==> src/rtl/pipe_ctrl_pkg.sv <==
// Shared types and constants for the pipeline sequencing controller.
//   state_t     : controller FSM states (3-bit encoding)
//   FWD_*       : operand forwarding select encodings
//   X0          : architectural zero register address
//   fwd_select  : forwarding select for one source operand (EX beats WB)
package pipe_ctrl_pkg;

  typedef enum logic [2:0] {
    ST_RUN        = 3'd0,
    ST_LOAD_STALL = 3'd1,
    ST_REDIRECT   = 3'd2,
    ST_MEM_WAIT   = 3'd3,
    ST_HALT       = 3'd4
  } state_t;

  localparam logic [1:0] FWD_RF = 2'b00;
  localparam logic [1:0] FWD_EX = 2'b01;
  localparam logic [1:0] FWD_WB = 2'b10;

  localparam logic [4:0] X0 = 5'd0;

  // Width of the memory-wait timeout counter (covers MEM_TIMEOUT up to 65535).
  localparam int unsigned TMO_W = 16;

  // A load in EX has no result yet, so it never forwards from EX.
  function automatic logic [1:0] fwd_select(
    input logic [4:0] rs,
    input logic [4:0] rd_ex,
    input logic       wr_ex,
    input logic       ld_ex,
    input logic [4:0] rd_wb,
    input logic       wr_wb
  );
    if (wr_ex && (rd_ex != X0) && (rd_ex == rs) && !ld_ex)
      return FWD_EX;
    else if (wr_wb && (rd_wb != X0) && (rd_wb == rs))
      return FWD_WB;
    else
      return FWD_RF;
  endfunction

endpackage

==> src/rtl/hazard_fwd_unit.sv <==
// Stateless hazard detection and operand forwarding.
//   rs1_ID/rs2_ID, use_rs1_ID/use_rs2_ID : ID source operands and their use flags
//   rd_EX, WrEn_RF_EX, is_load_EX        : EX destination, write enable, load flag
//   rd_WB, WrEn_RF_WB                    : WB destination and write enable
//   fwd_a_sel/fwd_b_sel                  : operand source selects (RF / EX / WB)
//   load_use                             : ID consumes the result of the load in EX
module hazard_fwd_unit
  import pipe_ctrl_pkg::*;
(
  input  logic [4:0] rs1_ID,
  input  logic [4:0] rs2_ID,
  input  logic       use_rs1_ID,
  input  logic       use_rs2_ID,
  input  logic [4:0] rd_EX,
  input  logic       WrEn_RF_EX,
  input  logic       is_load_EX,
  input  logic [4:0] rd_WB,
  input  logic       WrEn_RF_WB,
  output logic [1:0] fwd_a_sel,
  output logic [1:0] fwd_b_sel,
  output logic       load_use
);

  always_comb begin
    fwd_a_sel = fwd_select(rs1_ID, rd_EX, WrEn_RF_EX, is_load_EX, rd_WB, WrEn_RF_WB);
    fwd_b_sel = fwd_select(rs2_ID, rd_EX, WrEn_RF_EX, is_load_EX, rd_WB, WrEn_RF_WB);
  end

  always_comb begin
    load_use = is_load_EX && WrEn_RF_EX && (rd_EX != X0) &&
               ((use_rs1_ID && (rd_EX == rs1_ID)) ||
                (use_rs2_ID && (rd_EX == rs2_ID)));
  end

endmodule

==> src/rtl/pipeline_hazard_ctrl.sv <==
// Sequencing controller for the ID/EX/WB pipeline register banks and the PC.
// Drives bank enables and bubble flushes, forwarding selects, and handles
// load-use stalls, EX redirects, data-memory waits with timeout and halt.
//   clk, rst_n                          : clock, synchronous active-low reset
//   rs*/use_rs*_ID                      : ID operand addresses and use flags
//   rd_EX, WrEn_RF_EX, is_load_EX       : EX destination info
//   rd_WB, WrEn_RF_WB                   : WB destination info
//   PC_Mux_EX                           : EX redirect (taken branch/jump)
//   dm_req_EX, dm_ack                   : data memory request / completion
//   halt_req_EX                         : tohost write with nonzero data
//   pc_en, ifid_en, idex_en, exwb_en    : register bank enables
//   ifid_flush, idex_flush, exwb_flush  : load a bubble into the bank
//   fwd_a_sel, fwd_b_sel                : 00 RF, 01 EX result, 10 WB result
//   halted, mem_err                     : halt status, sticky memory timeout
//   stall_cycles                        : saturating count of PC-stalled cycles
module pipeline_hazard_ctrl
  import pipe_ctrl_pkg::*;
#(
  parameter int unsigned REDIRECT_BUBBLES = 2,
  parameter int unsigned MEM_TIMEOUT      = 255,
  parameter int unsigned CNT_W            = 16
) (
  input  logic             clk,
  input  logic             rst_n,
  input  logic [4:0]       rs1_ID,
  input  logic [4:0]       rs2_ID,
  input  logic             use_rs1_ID,
  input  logic             use_rs2_ID,
  input  logic [4:0]       rd_EX,
  input  logic             WrEn_RF_EX,
  input  logic             is_load_EX,
  input  logic [4:0]       rd_WB,
  input  logic             WrEn_RF_WB,
  input  logic             PC_Mux_EX,
  input  logic             dm_req_EX,
  input  logic             dm_ack,
  input  logic             halt_req_EX,
  output logic             pc_en,
  output logic             ifid_en,
  output logic             idex_en,
  output logic             exwb_en,
  output logic             ifid_flush,
  output logic             idex_flush,
  output logic             exwb_flush,
  output logic [1:0]       fwd_a_sel,
  output logic [1:0]       fwd_b_sel,
  output logic             halted,
  output logic             mem_err,
  output logic [CNT_W-1:0] stall_cycles
);

  localparam logic [2:0]     RCNT_INIT = 3'(REDIRECT_BUBBLES - 1);
  localparam logic [TMO_W:0] TMO_LIMIT = 17'(MEM_TIMEOUT);

  state_t           state, state_nxt;
  logic [2:0]       rcnt, rcnt_nxt;
  logic [TMO_W-1:0] tmo_cnt, tmo_nxt;
  logic [TMO_W:0]   tmo_inc;
  logic             err_nxt;
  logic             run_eval;
  logic             in_redirect;
  logic [1:0]       sel_a, sel_b;
  logic             load_use;

  hazard_fwd_unit u_hazard_fwd_unit (
    .rs1_ID     (rs1_ID),
    .rs2_ID     (rs2_ID),
    .use_rs1_ID (use_rs1_ID),
    .use_rs2_ID (use_rs2_ID),
    .rd_EX      (rd_EX),
    .WrEn_RF_EX (WrEn_RF_EX),
    .is_load_EX (is_load_EX),
    .rd_WB      (rd_WB),
    .WrEn_RF_WB (WrEn_RF_WB),
    .fwd_a_sel  (sel_a),
    .fwd_b_sel  (sel_b),
    .load_use   (load_use)
  );

  assign fwd_a_sel = rst_n ? sel_a : FWD_RF;
  assign fwd_b_sel = rst_n ? sel_b : FWD_RF;

  assign tmo_inc = {1'b0, tmo_cnt} + 17'd1;

  // Control decode and next state. RUN, LOAD_STALL, REDIRECT and the MEM_WAIT
  // ack cycle share one priority evaluation; REDIRECT only adds the forced IF/ID
  // flush and ignores load-use, since its ID stage holds a squashed slot.
  always_comb begin
    pc_en       = 1'b1;
    ifid_en     = 1'b1;
    idex_en     = 1'b1;
    exwb_en     = 1'b1;
    ifid_flush  = 1'b0;
    idex_flush  = 1'b0;
    exwb_flush  = 1'b0;
    state_nxt   = state;
    rcnt_nxt    = rcnt;
    tmo_nxt     = tmo_cnt;
    err_nxt     = mem_err;
    run_eval    = 1'b0;
    in_redirect = (state == ST_REDIRECT);

    unique case (state)
      ST_RUN, ST_LOAD_STALL, ST_REDIRECT: run_eval = 1'b1;
      ST_MEM_WAIT: begin
        if (dm_ack) begin
          run_eval = 1'b1;
        end else begin
          pc_en   = 1'b0;
          ifid_en = 1'b0;
          idex_en = 1'b0;
          exwb_en = 1'b0;
          if (tmo_inc == TMO_LIMIT) begin
            state_nxt = ST_HALT;
            err_nxt   = 1'b1;
          end else begin
            tmo_nxt = tmo_inc[TMO_W-1:0];
          end
        end
      end
      ST_HALT: begin
        pc_en   = 1'b0;
        ifid_en = 1'b0;
        idex_en = 1'b0;
        exwb_en = 1'b0;
      end
      default: state_nxt = ST_RUN;
    endcase

    if (run_eval) begin
      state_nxt = ST_RUN;
      if (in_redirect && (rcnt != 3'd1)) begin
        state_nxt = ST_REDIRECT;
        rcnt_nxt  = rcnt - 3'd1;
      end

      // The entry cycle already counts as the first wait cycle.
      if ((state != ST_MEM_WAIT) && dm_req_EX && !dm_ack) begin
        pc_en   = 1'b0;
        ifid_en = 1'b0;
        idex_en = 1'b0;
        exwb_en = 1'b0;
        tmo_nxt = 16'd1;
        if (TMO_LIMIT == 17'd1) begin
          state_nxt = ST_HALT;
          err_nxt   = 1'b1;
        end else begin
          state_nxt = ST_MEM_WAIT;
        end
      end else if (halt_req_EX) begin
        pc_en      = 1'b0;
        ifid_en    = 1'b0;
        idex_en    = 1'b0;
        idex_flush = 1'b1;
        state_nxt  = ST_HALT;
      end else if (PC_Mux_EX) begin
        ifid_flush = 1'b1;
        idex_flush = 1'b1;
        if (REDIRECT_BUBBLES > 1) begin
          state_nxt = ST_REDIRECT;
          rcnt_nxt  = RCNT_INIT;
        end else begin
          state_nxt = ST_RUN;
        end
      end else if (load_use && !in_redirect) begin
        pc_en      = 1'b0;
        ifid_en    = 1'b0;
        idex_flush = 1'b1;
        state_nxt  = ST_LOAD_STALL;
      end

      if (in_redirect) ifid_flush = 1'b1;
    end

    if (!rst_n) begin
      pc_en      = 1'b0;
      ifid_en    = 1'b0;
      idex_en    = 1'b0;
      exwb_en    = 1'b0;
      ifid_flush = 1'b1;
      idex_flush = 1'b1;
      exwb_flush = 1'b1;
    end
  end

  always_ff @(posedge clk) begin
    if (!rst_n) begin
      state        <= ST_RUN;
      rcnt         <= '0;
      tmo_cnt      <= '0;
      mem_err      <= 1'b0;
      halted       <= 1'b0;
      stall_cycles <= '0;
    end else begin
      state   <= state_nxt;
      rcnt    <= rcnt_nxt;
      tmo_cnt <= tmo_nxt;
      mem_err <= err_nxt;
      halted  <= (state_nxt == ST_HALT);
      if (!pc_en && (state != ST_HALT) && (stall_cycles != '1))
        stall_cycles <= stall_cycles + CNT_W'(1);
    end
  end

endmodule

==> config.mk <==
export PLATFORM = sky130hd
export DESIGN_NAME = pipeline_hazard_ctrl
export DESIGN_NICKNAME = d
export VERILOG_FILES = /design/src/rtl/pipe_ctrl_pkg.sv /design/src/rtl/hazard_fwd_unit.sv /design/src/rtl/pipeline_hazard_ctrl.sv
export SDC_FILE = /design/constraint.sdc
export NUM_CORES = 1
export LEC_CHECK = 0
export ABC_AREA = 1
export CAP_MARGIN = 25
export CORE_ASPECT_RATIO = 1.5
export CORE_MARGIN = 2
export CORE_UTILIZATION = 40
export DETAILED_ROUTE_END_ITERATION = 12
export GPL_TIMING_DRIVEN = 0
export HOLD_SLACK_MARGIN = 0.1
export PLACE_DENSITY = 0.73
export SLEW_MARGIN = 20
export SYNTH_ARGS = -nofsm -noshare
export SYNTH_HDL_FRONTEND = slang
export SYNTH_SLANG_ARGS = --single-unit
==> constraint.sdc <==
create_clock -name clk -period 2.39 [get_ports clk]
set_input_delay 0.3585 -clock clk [delete_from_list [all_inputs] [get_ports clk]]
set_output_delay 0.3585 -clock clk [all_outputs]
set_load 0.05 [all_outputs]
==> metrics list <==
- Number of search-and-repair iterations in the first detailed-routing pass: 4
* Data arrival, critical path: between 1.5 and 2 ns
- Source-to-sink clock delay at the later pin of the worst-skew pair: approximately 0.30 ns
- The synthesized design devotes to its leading area cell type between 20% and 30% of total area.
- Setup violations remaining at the end of the flow were counted as 0.
- For this block, the initial DRC count from the detailed router was 94.
- Subtracting the final worst setup slack from the clock period gives around 2.3 ns.
* Part of the cycle the worst path needs: 96.5%
* Growth of design area from synthesis to finish: 30.4%
- Final weighted congestion in routability-driven placement: 0.914
- For this run, the slowest stage of the critical path takes between 0.4 and 0.5 ns.
* Commonest register cell after synthesis: sky130_fd_sc_hd__dfxtp_1
- Async set-or-reset flop fraction in the synthesized netlist: 0%
- In this run the clock root is driven by a sky130_fd_sc_hd__clkbuf_8.
- Pre-CTS WS: -0.839 ns
- Layout fillers: 727
- Count of input and output buffers: 58
* Avg Vias per Cell: approximately 5
* Height of the chip: around 110 um
* Post-synthesis instance area: between 2000 and 3000 sq um
- Global routing finished with a remaining overflow of 0.
* Post-Synthesis Net Count: ~480
- The first global-routing pass estimated 13.0 mm of wire.
* Effective utilization at floorplan: 41.3%
- Met1 Use GR: ~22%
* Data required time of the critical path: roughly 2.0 ns
- Most crowded layer after global routing: met2
- Number of flip-flops and latches in the synthesized netlist: 40
- Max-capacitance violation count: 0
- EDFF count, synth: 0
- Result of the run: complete, no violations
* Global router's overall resource usage: 20.0%
- For the final database, setup skew stands at 0.0111 ns.
- Max H-tree Level: 2
- Crit end category: output pin
* Biggest area contributors in the synthesized netlist: sky130_fd_sc_hd__dfxtp_1 27%, sky130_fd_sc_hd__nand2_1 14%, sky130_fd_sc_hd__xor2_1 6.7%, sky130_fd_sc_hd__inv_1 5.9%, sky130_fd_sc_hd__nand4_1 5.9%
- The worst-case IR drop observed on VDD is 0.324 mV.
* Crit-path slowest cell: sky130_fd_sc_hd__clkdlybuf4s50_1
- For this run, the number of standard cells in the final layout without fillers is approximately 620.
- Total clock sinks: 40
- The worst setup path is of the input pin to output pin kind.
- Ys Warns: 0
- Clock input transition at the sequential cells of the worst setup and hold paths: 0.08 ns
* Syn avg cell area: around 6.7 sq um
- In the final design database the tool counted 553 nets.
- After layout, the worst setup slack is about 0.083 ns.
* Post-placement cell count: 606
* Setup slack of the most critical reg-to-reg path: 0.21 ns
- Of all cell types, the one taking the most synthesized area is sky130_fd_sc_hd__dfxtp_1.
- For this design the static power due to leakage is between 1.5 and 2 nW.
* Number of routed nets with antenna violations: 0
* Worst-path cell chain: clkdlybuf4s50_1, nand2_1, nor2_2, nand2_4, nand2_4, clkbuf_4, nor2_1, clkdlybuf4s15_2
- The multi-input combinational cells in the finished layout cover a total of approximately 2000 sq um.
* Via count of the first global-routing pass: roughly 2900
* Final number of hold-violating endpoints: 0
* Count of mapped cells out of synthesis: 448
* Class of the worst hold path: input pin to register
* Final wirelength: 7.90 mm
- TritonCTS built the clock tree.
- The max-slew violation count is 0.
* Synth cell types: roughly 40
- In this run the power density over the cells is approximately 430 nW/um^2.
- Entering global routing, the biggest net connects 14 pins.
- RSZ-0062 raised after global routing: true
* Chip Width: approximately 75 um
- Total Negative Setup Slacks: 0 ns
* Critical Path Fanout Max: 10
- Counting along the longest clock path gives a buffer depth of 2.
* Met2 Usage GRT: 37.2%
* CTS Buf Count: 5
* Slew headroom: between 50 and 60%
* Share of the yosys chip area belonging to registers: 26.8%
* Antenna violations before repair: 0
- The worst setup path is launched from an input pin.
- Core Area: approximately 7200 sq um
- Sequential Area: between 800 and 900 sq um
* Diodes inserted: 0
- Cells with a size suffix above 1 make up roughly 17% of the layout.
* Number of placement rows: 38
* Average wire length per cell after detail routing: roughly 13 um
- Number of DRC violations after detailed routing: 0
- Cell repeated most along the worst path: sky130_fd_sc_hd__nand2_4
- Timing would allow up to between 400 and 500 MHz.
* Number of top-level pins: 60
* Die footprint: 8190 sq um
* Slew of the pin with the lowest slew margin: just over 0.6 ns
- Dpl hpwl: 6.22 mm
* Met3 track utilization from global routing: about 3.7%
- Summing over every cut layer, the via total after detailed routing is ~3200.
registers in the layout, summed over array words and instances (netlist names):
| register | count |
|---|---|
| halted | 1 |
| mem_err | 1 |
| rcnt | 3 |
| stall_cycles | 16 |
| state | 3 |
| tmo_cnt | 16 |
cell usage in the layout (no fill, tap or decap), types with 2 or more instances in the layout:
cell type                         instances
sky130_fd_sc_hd__nand2_2                 12
sky130_fd_sc_hd__nor3_2                   4
sky130_fd_sc_hd__dfxtp_1                 38
sky130_fd_sc_hd__a211oi_1                 2
sky130_fd_sc_hd__clkbuf_8                 5
sky130_fd_sc_hd__and3_1                   2
sky130_fd_sc_hd__nand2_1                108
sky130_fd_sc_hd__o21ai_0                 16
sky130_fd_sc_hd__nand2_4                  4
sky130_fd_sc_hd__a21oi_2                  9
sky130_fd_sc_hd__nand3_2                  4
sky130_fd_sc_hd__buf_4                    6
sky130_fd_sc_hd__o22ai_1                  2
sky130_fd_sc_hd__clkbuf_1                 6
sky130_fd_sc_hd__clkbuf_2                 2
sky130_fd_sc_hd__nor2_4                   2
sky130_fd_sc_hd__clkdlybuf4s15_2          4
sky130_fd_sc_hd__xnor2_1                  7
sky130_fd_sc_hd__ha_1                     5
sky130_fd_sc_hd__nor3_4                   2
sky130_fd_sc_hd__nand3_1                 17
sky130_fd_sc_hd__xor2_1                  23
sky130_fd_sc_hd__nor2_2                   9
sky130_fd_sc_hd__inv_1                   43
sky130_fd_sc_hd__nor3_1                  12
sky130_fd_sc_hd__dfxtp_2                  2
sky130_fd_sc_hd__clkinvlp_4               2
sky130_fd_sc_hd__inv_2                    8
sky130_fd_sc_hd__nand4_1                 28
sky130_fd_sc_hd__dlymetal6s2s_1           9
sky130_fd_sc_hd__nor4_1                   4
sky130_fd_sc_hd__a21oi_1                 28
sky130_fd_sc_hd__buf_1                    2
sky130_fd_sc_hd__nor2_1                  32
sky130_fd_sc_hd__dlygate4sd2_1            6
sky130_fd_sc_hd__clkdlybuf4s50_1         34
metrics by stage:
step / util, % / area [sq um] / power [mW] / hold WS, ns
floorplan: - / 3010 / 0.968 / 0.447
global placement: 51.4 / 3720 / 1.11 / 0.444
detailed placement: 51.4 / 3720 / 1.11 / 0.452
CTS: 53.2 / 3850 / 1.69 / 0.420
global route: 53.9 / 3900 / 1.76 / 0.444
finish: 53.9 / 3900 / 1.68 / 0.422
path summary, 6_finish.rpt:
| check | startpoint | end | depth (start not counted) |
|---|---|---|---|
| min | rst_n | stall_cycles[0] | 3 |
| min reg2reg | mem_err | mem_err | 2 |
| max | dm_req_EX | exwb_en | 8 |
| max reg2reg | stall_cycles[0] | stall_cycles[13] | 9 |
where the power goes:
part / internal [mW] / switching (mW) / total [mW]
combinational: 0.152 / 0.247 / 0.399
sequential: 0.685 / 0.0198 / 0.705
clock: 0.309 / 0.264 / 0.573
total: 1.15 / 0.531 / 1.68
cell usage after synthesis (3+ instances only):
master,instances
sky130_fd_sc_hd__a21oi_1,28
sky130_fd_sc_hd__a21oi_2,9
sky130_fd_sc_hd__clkbuf_1,7
sky130_fd_sc_hd__dfxtp_1,40
sky130_fd_sc_hd__ha_1,5
sky130_fd_sc_hd__inv_1,47
sky130_fd_sc_hd__inv_2,5
sky130_fd_sc_hd__nand2_1,109
sky130_fd_sc_hd__nand2_2,12
sky130_fd_sc_hd__nand2_4,3
sky130_fd_sc_hd__nand3_1,18
sky130_fd_sc_hd__nand3_2,3
sky130_fd_sc_hd__nand4_1,28
sky130_fd_sc_hd__nor2_1,36
sky130_fd_sc_hd__nor2_2,5
sky130_fd_sc_hd__nor3_1,13
sky130_fd_sc_hd__nor3_2,3
sky130_fd_sc_hd__nor4_1,4
sky130_fd_sc_hd__o21ai_0,16
sky130_fd_sc_hd__xnor2_1,7
sky130_fd_sc_hd__xor2_1,23
routing by layer:
| layer | part of all wire, % | wire length (um) | up-vias |
|---|---|---|---|
| met3 | 3.7 | 296 | 17 |
| li1 | - | - | 1620 |
| met2 | 54 | 4240 | 56 |
| met1 | 40 | 3160 | 1462 |
| met4 | 2.5 | 200 | 0 |
| met5 | 0 | 0 | - |
kinds of logic after synthesis:
kind of cell / Yosys count / share of synthesized area, %
flip-flops: 40 / 26.8
AND/OR/NAND/NOR: 242 / 39.9
XOR/XNOR: 30 / 8.79
adder cells (fa/ha/maj): 5 / 2.09
AO/OA/AOI/OAI: 65 / 13.3
buffers and inverters: 66 / 9.13
area by class of cell:
cell class	instances	area share [%]
buffer	12	1.99
clock buffer	5	1.77
clock inverter	3	1.09
inverter	53	5.20
multi-input combinational	342	50.0
sequential	40	20.6
tap	100	3.21
timing repair buffer	63	16.1
worst max-delay path, delay by kind of cell:
kind	cells	cell delay (ns)
buffers and inverters	3	1.05
AND/OR/NAND/NOR	5	0.54
timing repair:
| action | CTS | global route |
|---|---|---|
| hold buffers | 0 | 0 |
| setup endpoints to repair | 11 | 9 |
| pin swaps | 2 | 7 |
| gates resized for setup | 48 | 20 |
| buffers inserted | 1 | 4 |
Note: power is estimated with default switching activity, not from simulation.
